==> config.mk <==
export PLATFORM = sky130hd
export DESIGN_NAME = signal_distributor
export DESIGN_NICKNAME = d
export VERILOG_FILES = /design/src/rtl/signal_distributor_pkg.sv /design/src/rtl/signal_distributor_slot.sv /design/src/rtl/signal_distributor.sv
export SDC_FILE = /design/constraint.sdc
export NUM_CORES = 1
export LEC_CHECK = 0
export CAP_MARGIN = 15
export CORE_ASPECT_RATIO = 0.9
export CORE_MARGIN = 4
export CORE_UTILIZATION = 45
export DETAILED_ROUTE_END_ITERATION = 8
export PLACE_DENSITY = 0.79
export RECOVER_POWER = 25
export SYNTH_ARGS = -nofsm -noshare
export SYNTH_HDL_FRONTEND = slang
export SYNTH_SLANG_ARGS = --single-unit
==> constraint.sdc <==
create_clock -name clk -period 2.4 [get_ports clk]
set_input_delay 0.36 -clock clk [delete_from_list [all_inputs] [get_ports clk]]
set_output_delay 0.36 -clock clk [all_outputs]
set_load 0.02 [all_outputs]
==> src/rtl/signal_distributor_pkg.sv <==
// Shared selector codes and default word width for the signal distributor.
package signal_distributor_pkg;
   localparam int DEFAULT_WIDTH = 4;

   typedef enum logic [1:0] {
      SEL_CH0 = 2'b00,
      SEL_CH1 = 2'b01,
      SEL_CH2 = 2'b10,
      SEL_ERR = 2'b11
   } sel_e;
endpackage

==> src/rtl/signal_distributor_slot.sv <==
// One-word valid/ready holding register: load, drain, or load and drain in the same cycle.
module dist_slot
   import signal_distributor_pkg::*;
#(
   parameter int WIDTH = DEFAULT_WIDTH
) (
   input  logic             clk,
   input  logic             rst_n,
   input  logic             load_i,
   input  logic [WIDTH-1:0] load_data_i,
   input  logic             drain_ready_i,
   output logic             valid_o,
   output logic [WIDTH-1:0] data_o
);
   logic             valid_q, valid_d;
   logic [WIDTH-1:0] data_q, data_d;

   // A load wins over a drain, so load+drain keeps the slot full with the new word.
   always_comb begin
      valid_d = valid_q;
      data_d  = data_q;
      if (valid_q && drain_ready_i) begin
         valid_d = 1'b0;
      end
      if (load_i) begin
         valid_d = 1'b1;
         data_d  = load_data_i;
      end
   end

   always_ff @(posedge clk or negedge rst_n) begin
      if (!rst_n) begin
         valid_q <= 1'b0;
         data_q  <= '0;
      end else begin
         valid_q <= valid_d;
         data_q  <= data_d;
      end
   end

   assign valid_o = valid_q;
   assign data_o  = data_q;
endmodule

==> src/rtl/signal_distributor.sv <==
// Steers one input word stream to three independently buffered channels; sel 11 words are dropped and counted.
module signal_distributor
   import signal_distributor_pkg::*;
#(
   parameter int WIDTH = DEFAULT_WIDTH,
   parameter int ERRW  = 8
) (
   input  logic             clk,
   input  logic             rst_n,
   input  logic             in_valid,
   output logic             in_ready,
   input  logic [1:0]       in_sel,
   input  logic [WIDTH-1:0] in_data,
   output logic [2:0]       out_valid,
   input  logic [2:0]       out_ready,
   output logic [WIDTH-1:0] out_data0,
   output logic [WIDTH-1:0] out_data1,
   output logic [WIDTH-1:0] out_data2,
   output logic             err_pulse,
   output logic [ERRW-1:0]  err_count
);
   logic             accept;
   logic             err_accept;
   logic [2:0]       load;
   logic [WIDTH-1:0] slot_data [3];
   logic             err_pulse_q, err_pulse_d;
   logic [ERRW-1:0]  err_count_q, err_count_d;

   // in_ready depends only on the addressed slot, never on in_valid.
   always_comb begin
      in_ready = 1'b1;
      case (in_sel)
         SEL_CH0: in_ready = !out_valid[0] || out_ready[0];
         SEL_CH1: in_ready = !out_valid[1] || out_ready[1];
         SEL_CH2: in_ready = !out_valid[2] || out_ready[2];
         default: in_ready = 1'b1;
      endcase
   end

   assign accept     = in_valid && in_ready;
   assign err_accept = accept && (in_sel == SEL_ERR);

   generate
      for (genvar gi = 0; gi < 3; gi++) begin : g_slot
         assign load[gi] = accept && (in_sel == 2'(gi));

         dist_slot #(.WIDTH(WIDTH)) u_slot (
            .clk           (clk),
            .rst_n         (rst_n),
            .load_i        (load[gi]),
            .load_data_i   (in_data),
            .drain_ready_i (out_ready[gi]),
            .valid_o       (out_valid[gi]),
            .data_o        (slot_data[gi])
         );
      end
   endgenerate

   assign out_data0 = slot_data[0];
   assign out_data1 = slot_data[1];
   assign out_data2 = slot_data[2];

   always_comb begin
      err_pulse_d = err_accept;
      err_count_d = err_count_q;
      if (err_accept && (err_count_q != {ERRW{1'b1}})) begin
         err_count_d = err_count_q + ERRW'(1);
      end
   end

   always_ff @(posedge clk or negedge rst_n) begin
      if (!rst_n) begin
         err_pulse_q <= 1'b0;
         err_count_q <= '0;
      end else begin
         err_pulse_q <= err_pulse_d;
         err_count_q <= err_count_d;
      end
   end

   assign err_pulse = err_pulse_q;
   assign err_count = err_count_q;
endmodule

# == Word-level counts from Yosys, hierarchy flattened ==
# Cells that the tools add are included.
# totals
ff_bits,24
input_bits,12
output_inout_bits,25
# classes
mux,7
reduce_logical,19
addsub,1
eq_ne,4
# ops
op,count
1-bit logical AND,9
"8-bit by 1-bit adder with 8-bit output, second input constant",1
"8-bit inequality test, second input constant",1
1-bit two-way mux,6
2-bit nonzero test,3
"2-bit equality test, second input constant",2
1-bit zero test,3
1-bit logical OR,3
1-bit case mux with 3 select lines,1
"2-bit by 1-bit equality test with 1-bit output, second input constant",1
2-bit zero test,1

# == Longest topological paths before layout ==
# depth
depth_word,6
mapped_depth,5

# == Hierarchy ==
# A second synthesis with hierarchy kept.
# hier_totals
cells_unflattened,84
hier_area_um2,1074.8
# by_module_without_submodules
module,n_inst,area_each_um2,cells_each
dist_slot,3,182.7,11
signal_distributor,1,526.8,51

# == Least setup slack after synthesis ==
# OpenSTA, ideal clock, no wires.
# synth_timing
kind,reg2reg
start,register err_count_q[0] (netlist: err_count[0])
end,register err_count_q[6] (netlist: err_count[6])
n_path_buf,0
period_less_slack_ps,1589
stages_incl_launch_ff,6
slack_ps,811
setup_time_ps,125
arrival_ps,1464
path_cell_list,dfrtp_1 > ha_1 > and4_4 > and3_1 > nand2_1 > mux2_4
# synth_between
elab_chain_cells,2
# synth_rtl
element,line,source
from (decl),signal_distributor.sv:27,"logic [ERRW-1:0] err_count_q, err_count_d;"
from (signal assigned),signal_distributor.sv:77,err_count_q <= err_count_d;
branches (longest 2 deep; another with 8-bit by 1-bit adder with 8-bit output),-,
# Parallel ways; which one is timed is not known.
# A chain may end at the register's enable or synchronous reset.

# == Worst setup path in the final report ==
# layout_timing
start,input port in_sel[0]
end,output port in_ready
# layout_between
elab_chain_cells,2
# layout_rtl
element,line,source
from (decl),signal_distributor.sv:12,"input logic [1:0] in_sel,"
2-bit equality test (tied with other cells),signal_distributor.sv:32,case (in_sel)
1-bit case mux with 3 select lines (*),signal_distributor.sv:32,
to (decl),signal_distributor.sv:11,"output logic in_ready,"
# Every way passes the cells marked *; elsewhere a longest branch is shown, timed or not.

==> results.md <==
* Vias in the first global route at between 800 and 900
* Cells taking the most area after synthesis: dfrtp_1 (56%), mux2_2 (14%), mux2_4 (4.2%), nand2b_1 (2.9%), buf_4 (2.8%)
* Seq cells post-synth at 24
* Post-cts resize count at 0
* Post-Syn Nets at slightly below 100
* Actual slew at the worst max-slew pin at 1.25 ns
* Layout Cells excl Fill at roughly 150
* Power Total at approximately 1300 uW
* Placed Instances at between 100 and 150
* Crit path time final at between 2 and 2.5 ns
* Largest family of logic cells by synthesized area: multiplexers
* Die area at between 0.003 and 0.004 sq mm
* Register clock-pin slew on the reported worst setup and hold paths at ~0.12 ns
* # DRC at 0
* Xor/xnor cell area share of the yosys netlist at between 1.5 and 2%
* IO buf count at 36
* Post-route setup TNS at 0 ns
* Post-Route WL at roughly 2.1 mm
* Buf/Inv on CP at 2
* Ant diodes at 0
* Syn Area/Cell at around 13 sq um
* Post-synthesis sequential area ratio at 55.6%
* Internal power at roughly 910 uW
* Crit share post-route at just over 90%
* Unrepaired setup endpoints after global routing: no
* WL per Instance at 14.3 um
* P_leak at about 0.00064 uW
* H-tree levels at 1
* Worst EP arrival at about 1.9 ns
* Power density cells at approximately 900 mW/mm^2
* Crit path top cell by count: clkdlybuf4s50_1
* Synth cell types at 23
* Ys async rst share at 100%
* Drt first pass iters at 4
* Adder-cell area share of the yosys netlist at between 1 and 1.5%
* Clock sink count at 24
* Multiplexer share of the synthesized area at between 10% and 20%
* Count leader, synth: dfrtp_1
* Post-Syn Instances at 84
* Final Hold Vio Count at 0
* Die X at between 50 and 60 um
* Final net count at approximately 130
* Initial Util at roughly half
* Metal-1 WL at roughly 930 um
* Net Sw Frac at 31.0%
* Vias per cell at about 5
* CTS Hold Buffers Added at 0
* Ys Warns at 0
* Skew final at 0.000881 ns
* EDFF count, synth at 0
* Layout area overhead at 38.4%
* Layout cells sized above 1 at 20.8%
* # Post-CTS Setup Buffers at 0
* Slowest CP cell: clkdlybuf4s50_1
* DR top layer: met4
* Final HPWL DP at around 1.6 mm
* Post-synth top cells: dfrtp_1 (24), mux2_2 (13), nand2_1 (7)
* Area fraction in compound gates after synthesis at approximately 3.0%
* Multi-input logic area at ~450 sq um
* Fill cells at between 150 and 200
* Antenna Violating Nets Remaining at 0
* Die height at ~55 um
* Final setup fails at 0
* Fin. max-slew vios at 0
* Top FF cell, synth: dfrtp_1
* Worst path max stage delay at a little over 0.6 ns
* Largest net degree at the start of global routing at 25
* Row count at 16
* Floorplan Core Area at approximately 0.0022 sq mm
* Critical Path End Type: primary output
* Vias post-DR at roughly 760
* Max-cap violation count at 0
* Crit-path cells: clkdlybuf4s50_1 -> mux2i_1 -> o21ai_0 -> clkdlybuf4s50_1
* First-pass GRT wire length at ~3.7 mm
* Max VDD drop at about 660 uV
* TritonCTS clock tree: done
* Number of antenna violations at the first check in global routing at 0
* Root Driver: clkbuf_4
* Design area at approximately 0.0015 sq mm
* Dpl cell area at 0.00145 sq mm
* CTS Buffer Depth at 2
* RePlAce Congestion at 0.833
* Met3 wire length at 109 um
* Sequential Area at 601 sq um
* Gr usage total at between 15 and 20%
* Fmax at roughly 450 MHz
* Hold WC Path Type: reg2reg
* WS Path Type: in2out
* I/O pin total at 37
* Seq pwr share at a little over two fifths
* Post-synthesis cell area at 0.00108 sq mm
* Initial DRC Count at 19
* Share of the synthesized area in the top cell type at between 50 and 60%
* CTS Buf Count at 3
* Yosys top cell by area: dfrtp_1
* Post-Synth Simple-Gate Area at between 10% and 20%
* WL met2 at about 1.0 mm
* Clk network pwr share at between 20 and 25%
* Worst-path fanout max at 9
* Final setup margin at approximately 0.18 ns
* Crit path max-delay family: buffers and inverters
* Logic pwr share at 35.6%
* Switching pwr at 407 uW
* Clock Latency Late Sink at 0.31 ns
* Status: finished, final reports clean
* Pre-CTS setup slack at between 0.15 and 0.2 ns
* CP startpoint kind: primary input
* Headroom to the max-slew limit at between 15 and 20%
* Grt total ovfl at 0
* Crit path required time at 2.04 ns
-- per-layer routing --
| metal | up-vias | track usage [%] |
|---|---|---|
| met1 | 365 | 18.6 |
| met5 | - | 0 |
| li1 | 365 | - |
| met3 | 2 | 4.01 |
| met2 | 23 | 26.3 |
| met4 | 0 | 3.32 |
-- registers in the layout, indices dropped and copies added (netlist names) --
signal	flops
err_pulse	1
err_count	8
g_slot.u_slot.data_o	12
g_slot.u_slot.valid_o	3
-- power by group through the flow --
stage / Sequential (uW) / Clock, uW / Combinational, uW
after floorplan: 663 / 0 / 141
after global placement: 562 / 0 / 468
after detailed placement: 569 / 0 / 473
after CTS: 561 / 295 / 475
after global routing: 576 / 313 / 499
final: 559 / 287 / 468
-- cell type report --
class,count,area share [%]
tap,27,2.26
sequential,24,40.1
multi-input combinational,55,29.8
timing repair buffer,37,24.3
clock inverter,1,2.01
clock buffer,3,1.51
-- worst register-to-register path, cell delays in order (launching register included) --
cell,delay [ns]
dfrtp_1,0.43
ha_1,0.25
and4_4,0.26
and3_1,0.20
nand2_1,0.08
mux2_4,0.29
-- final timing paths --
| path | start | endpoint | slack, ns | cells past startpoint |
|---|---|---|---|---|
| max in group asynchronous | rst_n | g_slot[0].u_slot.data_o[0] | 0.85 | 2 |
| worst min register to register | err_count[3] | err_count[3] | 0.51 | 1 |
| worst max register to register | err_count[0] | err_count[6] | 0.78 | 5 |
| worst min-delay path | err_count[3] | err_count[3] | 0.51 | 1 |
| min in group asynchronous | rst_n | g_slot[1].u_slot.data_o[3] | 0.82 | 2 |
| worst max-delay path | in_sel[0] | in_ready | 0.18 | 4 |
-- metrics by stage --
step                hold WS, ns  util, %
global placement          0.481     64.6
global route              0.546     66.7
CTS                       0.384     66.9
floorplan                0.0644        -
finish                    0.515     66.7
detailed placement        0.493     64.6
-- cells by family (layout without fill, tap and decap cells) --
logic type / Yosys count / after routing
AO/OA/AOI/OAI: 6 / 6
XOR/XNOR: 2 / 2
adder cells (fa/ha/maj): 1 / 1
buffers and inverters: 5 / 41
flip-flops: 24 / 24
multiplexers: 17 / 17
AND/OR/NAND/NOR: 29 / 29
-- placed cells by master, fill, tap and decap left out, types with 2 or more instances in the layout --
cell and n:
dfrtp_1 24, nand2b_1 5, and3_4 2, mux2_4 3, nand4_1 2, and3_1 3
nand2_1 7, clkdlybuf4s50_1 35, clkbuf_4 3, mux2_2 13, nand3_1 3, xnor2_1 2
a21oi_1 2, o21ai_0 3, nand3_2 2
(Power assumes the default switching activity.)
